## src/rtl/sccb_init_sequencer.sv

```systemverilog
// Walks a {reg_addr, reg_data} ROM table and issues one SCCB write per entry.
// It also generates the SCCB bit clock and the mid-low data pulse for the controller.
module sccb_init_sequencer #(
  parameter int unsigned CLK_DIV   = 256,
  parameter logic [7:0]  DEV_ID    = 8'h42,
  parameter int unsigned ROM_AW    = 8,
  parameter int unsigned MAX_RETRY = 3,
  parameter logic [23:0] DELAY_CYC = 24'd250000
) (
  input  logic              clk_i,
  input  logic              rst_i,
  input  logic              go_i,
  output logic [ROM_AW-1:0] rom_addr_o,
  input  logic [15:0]       rom_data_i,
  output logic              sccb_clk_o,
  output logic              data_pulse_o,
  output logic              start_o,
  output logic              rw_o,
  output logic [7:0]        addr_o,
  output logic [15:0]       data_o,
  input  logic              done_i,
  input  logic              ack_error_i,
  output logic              busy_o,
  output logic              done_o,
  output logic              error_o,
  output logic [ROM_AW-1:0] err_index_o
);

  localparam int unsigned CW        = $clog2(CLK_DIV);
  localparam int unsigned IW        = ROM_AW + 1;
  localparam logic [CW-1:0] CNT_MAX  = CW'(CLK_DIV - 1);
  localparam logic [CW-1:0] HALF     = CW'(CLK_DIV / 2);
  localparam logic [CW-1:0] PULSE_AT = CW'(3 * CLK_DIV / 4);
  localparam logic [7:0]  RETRY_MAX = 8'(MAX_RETRY);
  localparam logic [23:0] DLY_LAST  = DELAY_CYC - 24'd1;
  localparam logic [15:0] END_MARK  = 16'hFFFF;
  localparam logic [15:0] DLY_MARK  = 16'hFFF0;

  typedef enum logic [2:0] {
    IDLE, FETCH, DECODE, ISSUE, RELEASE, DELAY, DONE, ERROR
  } state_t;

  state_t         state, state_nxt;
  logic [CW-1:0]  cnt, cnt_nxt;
  logic [IW-1:0]  idx;
  logic [7:0]     retry;
  logic [23:0]    dly;
  logic           ack_err;

  // Bit-clock outputs are registered from the next count so they line up with cnt.
  assign cnt_nxt = (cnt == CNT_MAX) ? '0 : cnt + CW'(1);

  always_ff @(posedge clk_i or negedge rst_i) begin
    if (!rst_i) begin
      cnt          <= '0;
      sccb_clk_o   <= 1'b1;
      data_pulse_o <= 1'b0;
    end else begin
      cnt          <= cnt_nxt;
      sccb_clk_o   <= (cnt_nxt < HALF);
      data_pulse_o <= (cnt_nxt == PULSE_AT);
    end
  end

  always_ff @(posedge clk_i or negedge rst_i) begin
    if (!rst_i) state <= IDLE;
    else        state <= state_nxt;
  end

  always_comb begin
    state_nxt = state;
    case (state)
      IDLE, DONE, ERROR: if (go_i) state_nxt = FETCH;
      FETCH:             state_nxt = DECODE;
      DECODE: begin
        // The extra index bit flags a walk past the last table slot.
        if (idx[ROM_AW] || rom_data_i == END_MARK) state_nxt = DONE;
        else if (rom_data_i == DLY_MARK)           state_nxt = DELAY;
        else                                       state_nxt = ISSUE;
      end
      ISSUE:   if (done_i) state_nxt = RELEASE;
      RELEASE: begin
        if (!done_i) begin
          if (!ack_err)               state_nxt = FETCH;
          else if (retry < RETRY_MAX) state_nxt = ISSUE;
          else                        state_nxt = ERROR;
        end
      end
      DELAY:   if (dly == DLY_LAST) state_nxt = FETCH;
      default: state_nxt = IDLE;
    endcase
  end

  always_ff @(posedge clk_i or negedge rst_i) begin
    if (!rst_i) begin
      idx         <= '0;
      retry       <= '0;
      dly         <= '0;
      ack_err     <= 1'b0;
      data_o      <= '0;
      addr_o      <= '0;
      err_index_o <= '0;
    end else begin
      addr_o <= DEV_ID;
      case (state)
        IDLE, DONE, ERROR: begin
          if (go_i) begin
            idx   <= '0;
            retry <= '0;
          end
        end
        DECODE: begin
          dly <= '0;
          if (rom_data_i != END_MARK && rom_data_i != DLY_MARK) data_o <= rom_data_i;
        end
        ISSUE: if (done_i) ack_err <= ack_error_i;
        RELEASE: begin
          if (!done_i) begin
            if (!ack_err) begin
              retry <= '0;
              idx   <= idx + IW'(1);
            end else if (retry < RETRY_MAX) begin
              retry <= retry + 8'd1;
            end else begin
              err_index_o <= idx[ROM_AW-1:0];
            end
          end
        end
        DELAY: begin
          dly <= dly + 24'd1;
          if (dly == DLY_LAST) idx <= idx + IW'(1);
        end
        default: ;
      endcase
    end
  end

  assign rom_addr_o = idx[ROM_AW-1:0];
  assign start_o    = (state == ISSUE);
  assign rw_o       = 1'b1;
  assign busy_o     = !(state == IDLE || state == DONE || state == ERROR);
  assign done_o     = (state == DONE);
  assign error_o    = (state == ERROR);

endmodule

```

## config.mk

```make
export PLATFORM = sky130hd
export DESIGN_NAME = sccb_init_sequencer
export DESIGN_NICKNAME = d
export VERILOG_FILES = /design/src/rtl/sccb_init_sequencer.sv
export SDC_FILE = /design/constraint.sdc
export NUM_CORES = 1
export LEC_CHECK = 0
export ABC_AREA = 0
export BUFFER_PORTS_ARGS = -buffer_cell sky130_fd_sc_hd__buf_4
export CORE_UTILIZATION = 30
export CTS_BUF_LIST = sky130_fd_sc_hd__clkbuf_8
export DETAILED_ROUTE_END_ITERATION = 10
export PLACE_DENSITY_LB_ADDON = 0.2
export SLEW_MARGIN = 40
export SYNTH_ARGS = -nofsm -noshare
export SYNTH_HDL_FRONTEND = slang
export SYNTH_SLANG_ARGS = --single-unit
```

## constraint.sdc

```tcl
create_clock -name clk_i -period 3.23 [get_ports clk_i]
set_clock_uncertainty 0.2 [all_clocks]
set_input_delay 0.323 -clock clk_i [delete_from_list [all_inputs] [get_ports clk_i]]
set_output_delay 0.323 -clock clk_i [all_outputs]
set_load 0.05 [all_outputs]
```

[After elaboration in Yosys (flattened, before gate mapping)]
Index checks and enable logic that the tools add are counted.
Word-level totals
  register bits: 80
  output and inout bits: 47
  input port bits: 21
  word-level logic and storage cells: 76
Cells by class
  reductions and logical operators: 16
  bitwise logic cells: 2
  magnitude comparators: 2
  equal/unequal tests: 20
  multiplexer cells: 21
  add/subtract/negate cells: 4
Operators with widths (number)
  24-bit one-hot mux with 2 select lines: 1
  8-bit two-way mux: 5
  9-bit two-way mux: 4
  16-bit equality test (second input constant): 2
  16-bit inequality test (second input constant): 2
  9-bit one-hot mux with 3 select lines: 1
  24-bit by 1-bit adder with 24-bit output (second input constant): 1
  24-bit by 18-bit equality test with 1-bit output (second input constant): 1
  3-bit two-way mux: 8
  3-bit one-hot mux with 6 select lines: 1
  8-bit by 1-bit adder with 8-bit output (second input constant): 2
  8-bit equality test (second input constant): 2
  8-bit one-hot mux with 2 select lines: 1
  3-bit equality test (second input constant): 4
  4-bit AND reduction: 3
  9-bit by 1-bit adder with 9-bit output (second input constant): 1
  8-bit by 2-bit less-than comparator with 1-bit output (second input constant): 1
  8-bit less-than comparator (second input constant): 1
  2-bit inequality test (second input constant): 4
  3-bit by 2-bit equality test with 1-bit output (second input constant): 2
  5-bit AND reduction: 1
  2-bit AND reduction: 2
  2-bit nonzero test: 2
  3-bit by 1-bit equality test with 1-bit output (second input constant): 1
  other kinds (9): 12

[Logic depth before layout (Yosys ltp)]
  depth in word-level cells: 5
  depth in mapped cells: 7

[Least setup slack after synthesis]
OpenSTA, ideal clock, no wires.
  path kind: register to register
  start: register state[1]
  end: register err_index_o[0]
  data arrival time: 1.594 ns
  setup slack: 1.309 ns
  data required time: 2.902 ns
  path buffers: 2
  stages on the path, launching flop included: 7
  cells stage by stage: dfrtp_1 clkbuf_1 nand4bb_1 a21oi_1 nor2b_1 buf_2 mux2_1
On the way
  longest elaborated chain between the ends: 2
RTL lines
  start, declared: line 43  | state_t state, state_nxt;
  start signal, assigned: line 67  | else state <= state_nxt;
  3-bit equality test: line 105  | case (state)
  4-bit AND reduction (no line)
  end signal, assigned: line 125  | err_index_o <= idx[ROM_AW-1:0];
  end, declared: line 26  | output logic [ROM_AW-1:0] err_index_o
No other way between the ends.
A chain may end at the register's enable or synchronous reset.

[Worst setup path after layout]
  start: register state[2]
  end: register dly[22]
On the way
  longest elaborated chain between the ends: 2
RTL lines
  3-bit equality test or 3-bit by 2-bit equality test with 1-bit output (tied branches): line 105
  24-bit one-hot mux with 2 select lines or 2-bit nonzero test (tied branches)
  end signal, assigned: line 130  | dly <= dly + 24'd1;
  end, declared: line 47  | logic [23:0] dly;
Several ways; a longest one is shown, not always the timed one.

==> run summary <==
outcome: finished, final reports clean
Initial Util: 30.8%
min cycle time layout: 2.39 ns
RSZ-0062 raised after global routing: no
Hold Buf Count CTS: 18
CTS tree: done
worst-path fanout max: 22
crit path cell chain: nand3b_2, buf_4, or3_4, nor4_4, nand2_1, mux2i_1
final core occ: 37.7%
CP max stage cell: dfrtp_1
clock buffer count from CTS: 9
setup repair bufs after CTS: 0
GRT Util Overall: 13.8%
gpl congestion: 0.790
peak supply drop: 0.000567 V
DRT Pass-1 Iters: 4
crit path buf inv count: 1
Net Switching: 1400 µW
number of routed nets with antenna violations: 0
Design Area, Final: 5010 µm²
DR iter-0 viols: 170
Placement Rows: 42
Least-Margin Pin Slew: 0.643 ns
crit path DAT: 2.43 ns
internal power: 1970 µW
Crit Path Category: reg -> reg
pin count of the biggest net entering global routing: 81
# nets final: 495
Area Overhead vs Synth: 22.2%
startpoint class of the critical path: flop
core box area: 13,300 µm²
# DRC: 0
PortBufs: 60
CTS root buffer: clkbuf_8
P per Cell Area: 673 nW/µm²
CTS H-tree depth: 3
GR Overflow Total: 0
Yosys cell types: 57
LEAKAGE: 0.00234 µW
worst hold path class: in -> reg
WL per Instance: 14.0 µm
Worst path top cell family by delay: simple AND/OR/NAND/NOR gates
vias in the first global route: 3,137
Post-synth EDFFs: 0
leading cell type in the layout, fill and taps excluded: dfrtp_1
Sink Count: 80
Syn. warnings: 0
CP peak stage delay: 0.73 ns
placed cell areas: 4630 µm²
die width: 119 µm
initial antenna violation count: 0
combinational power share: 40.0%
cell count after synthesis: 404
Yosys reg bits: 80
vias post-DR: 3,211
CP required: 3.27 ns
Slew Viols, Final: 0
sequential cell fraction of total power: 38.1%
Seq/Total Area, Yosys: 48.9%
Die Y: 119 µm
Switching Fraction: 41.6%
I/O pins: 68
final setup fails: 0
first-pass GRT wire length: 15,400 µm
max_cap viols: 0
FFs w/ async S/R, synth: 100%
# resized after CTS: 0
commonest cells after routing, fill and taps aside: dfrtp_1, buf_4, nand2_1, mux2_1
Clk network pwr share: 21.9%
Final period util: 74.0%
ant diodes: 0
die area: 14,100 µm²
synthesized area: 4100 µm²
WL final: 9140 µm
crit path capture type: flop
Slew Limit Headroom: 57.1%
Synth Flop Type: dfrtp_1
count of endpoints failing hold in the final timing report: 0
vias per cell: 4.93
later-pin clock latency in the skew report: 0.37 ns
syn avg cell area: 10.1 µm²
Max Freq: 418 MHz
DP HPWL: 6190 µm
fill count: 1,321
Fin Setup TNS: 0 ns
Clk pin slew, worst setup/hold paths: 0.08 ns
share of cells above drive strength 1: 18.9%
CTS Buffer Depth: 2
per-stage QoR:
stage / setup WS (ns) / hold WS [ns] / total power (µW) / cells
6_report: 0.840 / 0.118 / 3370 / 651
5_1_grt: 0.651 / 0.114 / 3570 / 651
4_1_cts: 0.841 / 0.0979 / 3410 / 651
3_5_place_dp: 0.864 / 0.228 / 2640 / 617
3_3_place_gp: 0.909 / 0.257 / 2620 / 617
2_1_floorplan: 1.31 / -0.173 / 2260 / 410
worst paths after layout:
check | startpoint | end | slack [ns] | cells past startpoint
worst min-delay path | done_i | state[1]$_DFFE_PN0P_ | 0.12 | 3
max in group asynchronous | rst_i | err_index_o[4]$_DFFE_PN0P_ | 2.03 | 2
worst min register to register | cnt[0]$_DFF_PN0_ | cnt[0]$_DFF_PN0_ | 0.27 | 1
min in group asynchronous | rst_i | data_o[10]$_DFFE_PN0P_ | 0.34 | 2
worst max-delay path | state[2]$_DFFE_PN0P_ | dly[22]$_DFFE_PN0P_ | 0.84 | 6
worst max register to register | state[2]$_DFFE_PN0P_ | dly[22]$_DFFE_PN0P_ | 0.84 | 6
power groups by stage:
stage,Clock [µW],Sequential [µW],Combinational (µW)
floorplan,0,1610,653
global placement,0,1300,1330
detailed placement,0,1300,1340
CTS,769,1280,1360
global route,809,1310,1450
finish,739,1280,1350
flip-flops by register name, indices dropped and copies added, names as in the netlist:
name          count
ack_err           1
addr_o            1
cnt               8
data_o           16
data_pulse_o      1
dly              24
err_index_o       8
idx               9
retry             8
sccb_clk_o        1
state             3
cells in the mapped netlist, types with 3 or more instances:
library cell	instances	share of area (%)
dfrtp_1	79	48
nand2_1	38	3.5
mux2_1	26	7.1
nand3_1	24	2.9
nor2_1	24	2.2
a21oi_1	19	2.3
buf_4	18	3.3
o21ai_1	16	2.0
mux2i_1	14	3.4
and3_1	12	1.8
clkbuf_1	12	1.1
nand4_1	11	1.7
nor2b_1	8	1.2
and2_1	7	1.1
nor3_1	7	0.85
nor4_1	7	1.1
nand2b_1	6	0.92
inv_1	5	0.46
o21a_1	5	0.92
o31ai_1	5	0.92
and4_1	4	0.85
buf_2	4	0.49
ha_1	4	1.2
nor4b_1	4	0.85
xnor2_1	4	0.85
a31oi_1	3	0.46
o21ai_0	3	0.37
worst min-delay path: cells and delay by family:
family / cells / cell delay [ns]
AOI/OAI and AO/OA: 2 / 0.19
buffers and inverters: 1 / 0.14
cell type report:
type,instances,area (µm²),area share [%]
sequential,80,2000,40.0
multi-input combinational,290,1890,37.8
clock inverter,6,53.8,1.07
tap,176,220,4.40
clock buffer,10,138,2.75
inverter,6,22.5,0.450
timing repair buffer,83,674,13.5
routing by layer:
| metal | vias up | wire length (µm) | global-route usage, % |
|---|---|---|---|
| li1 | 1556 | - | - |
| met1 | 1574 | 4490 | 18.7 |
| met2 | 63 | 4140 | 21.0 |
| met3 | 18 | 321 | 3.07 |
| met4 | 0 | 192 | 6.65 |
| met5 | - | 0 | 0 |
cells by family after synthesis:
family | count (synthesis) | share of synthesized area, %
other cells | 2 | 0.183
flops | 80 | 48.9
mux | 41 | 10.8
simple gates | 164 | 21.8
buf+inv | 40 | 5.44
fa+ha+maj | 4 | 1.22
compound gates | 67 | 10.4
xor+xnor | 6 | 1.28
Power figures use the tool's default switching activity.
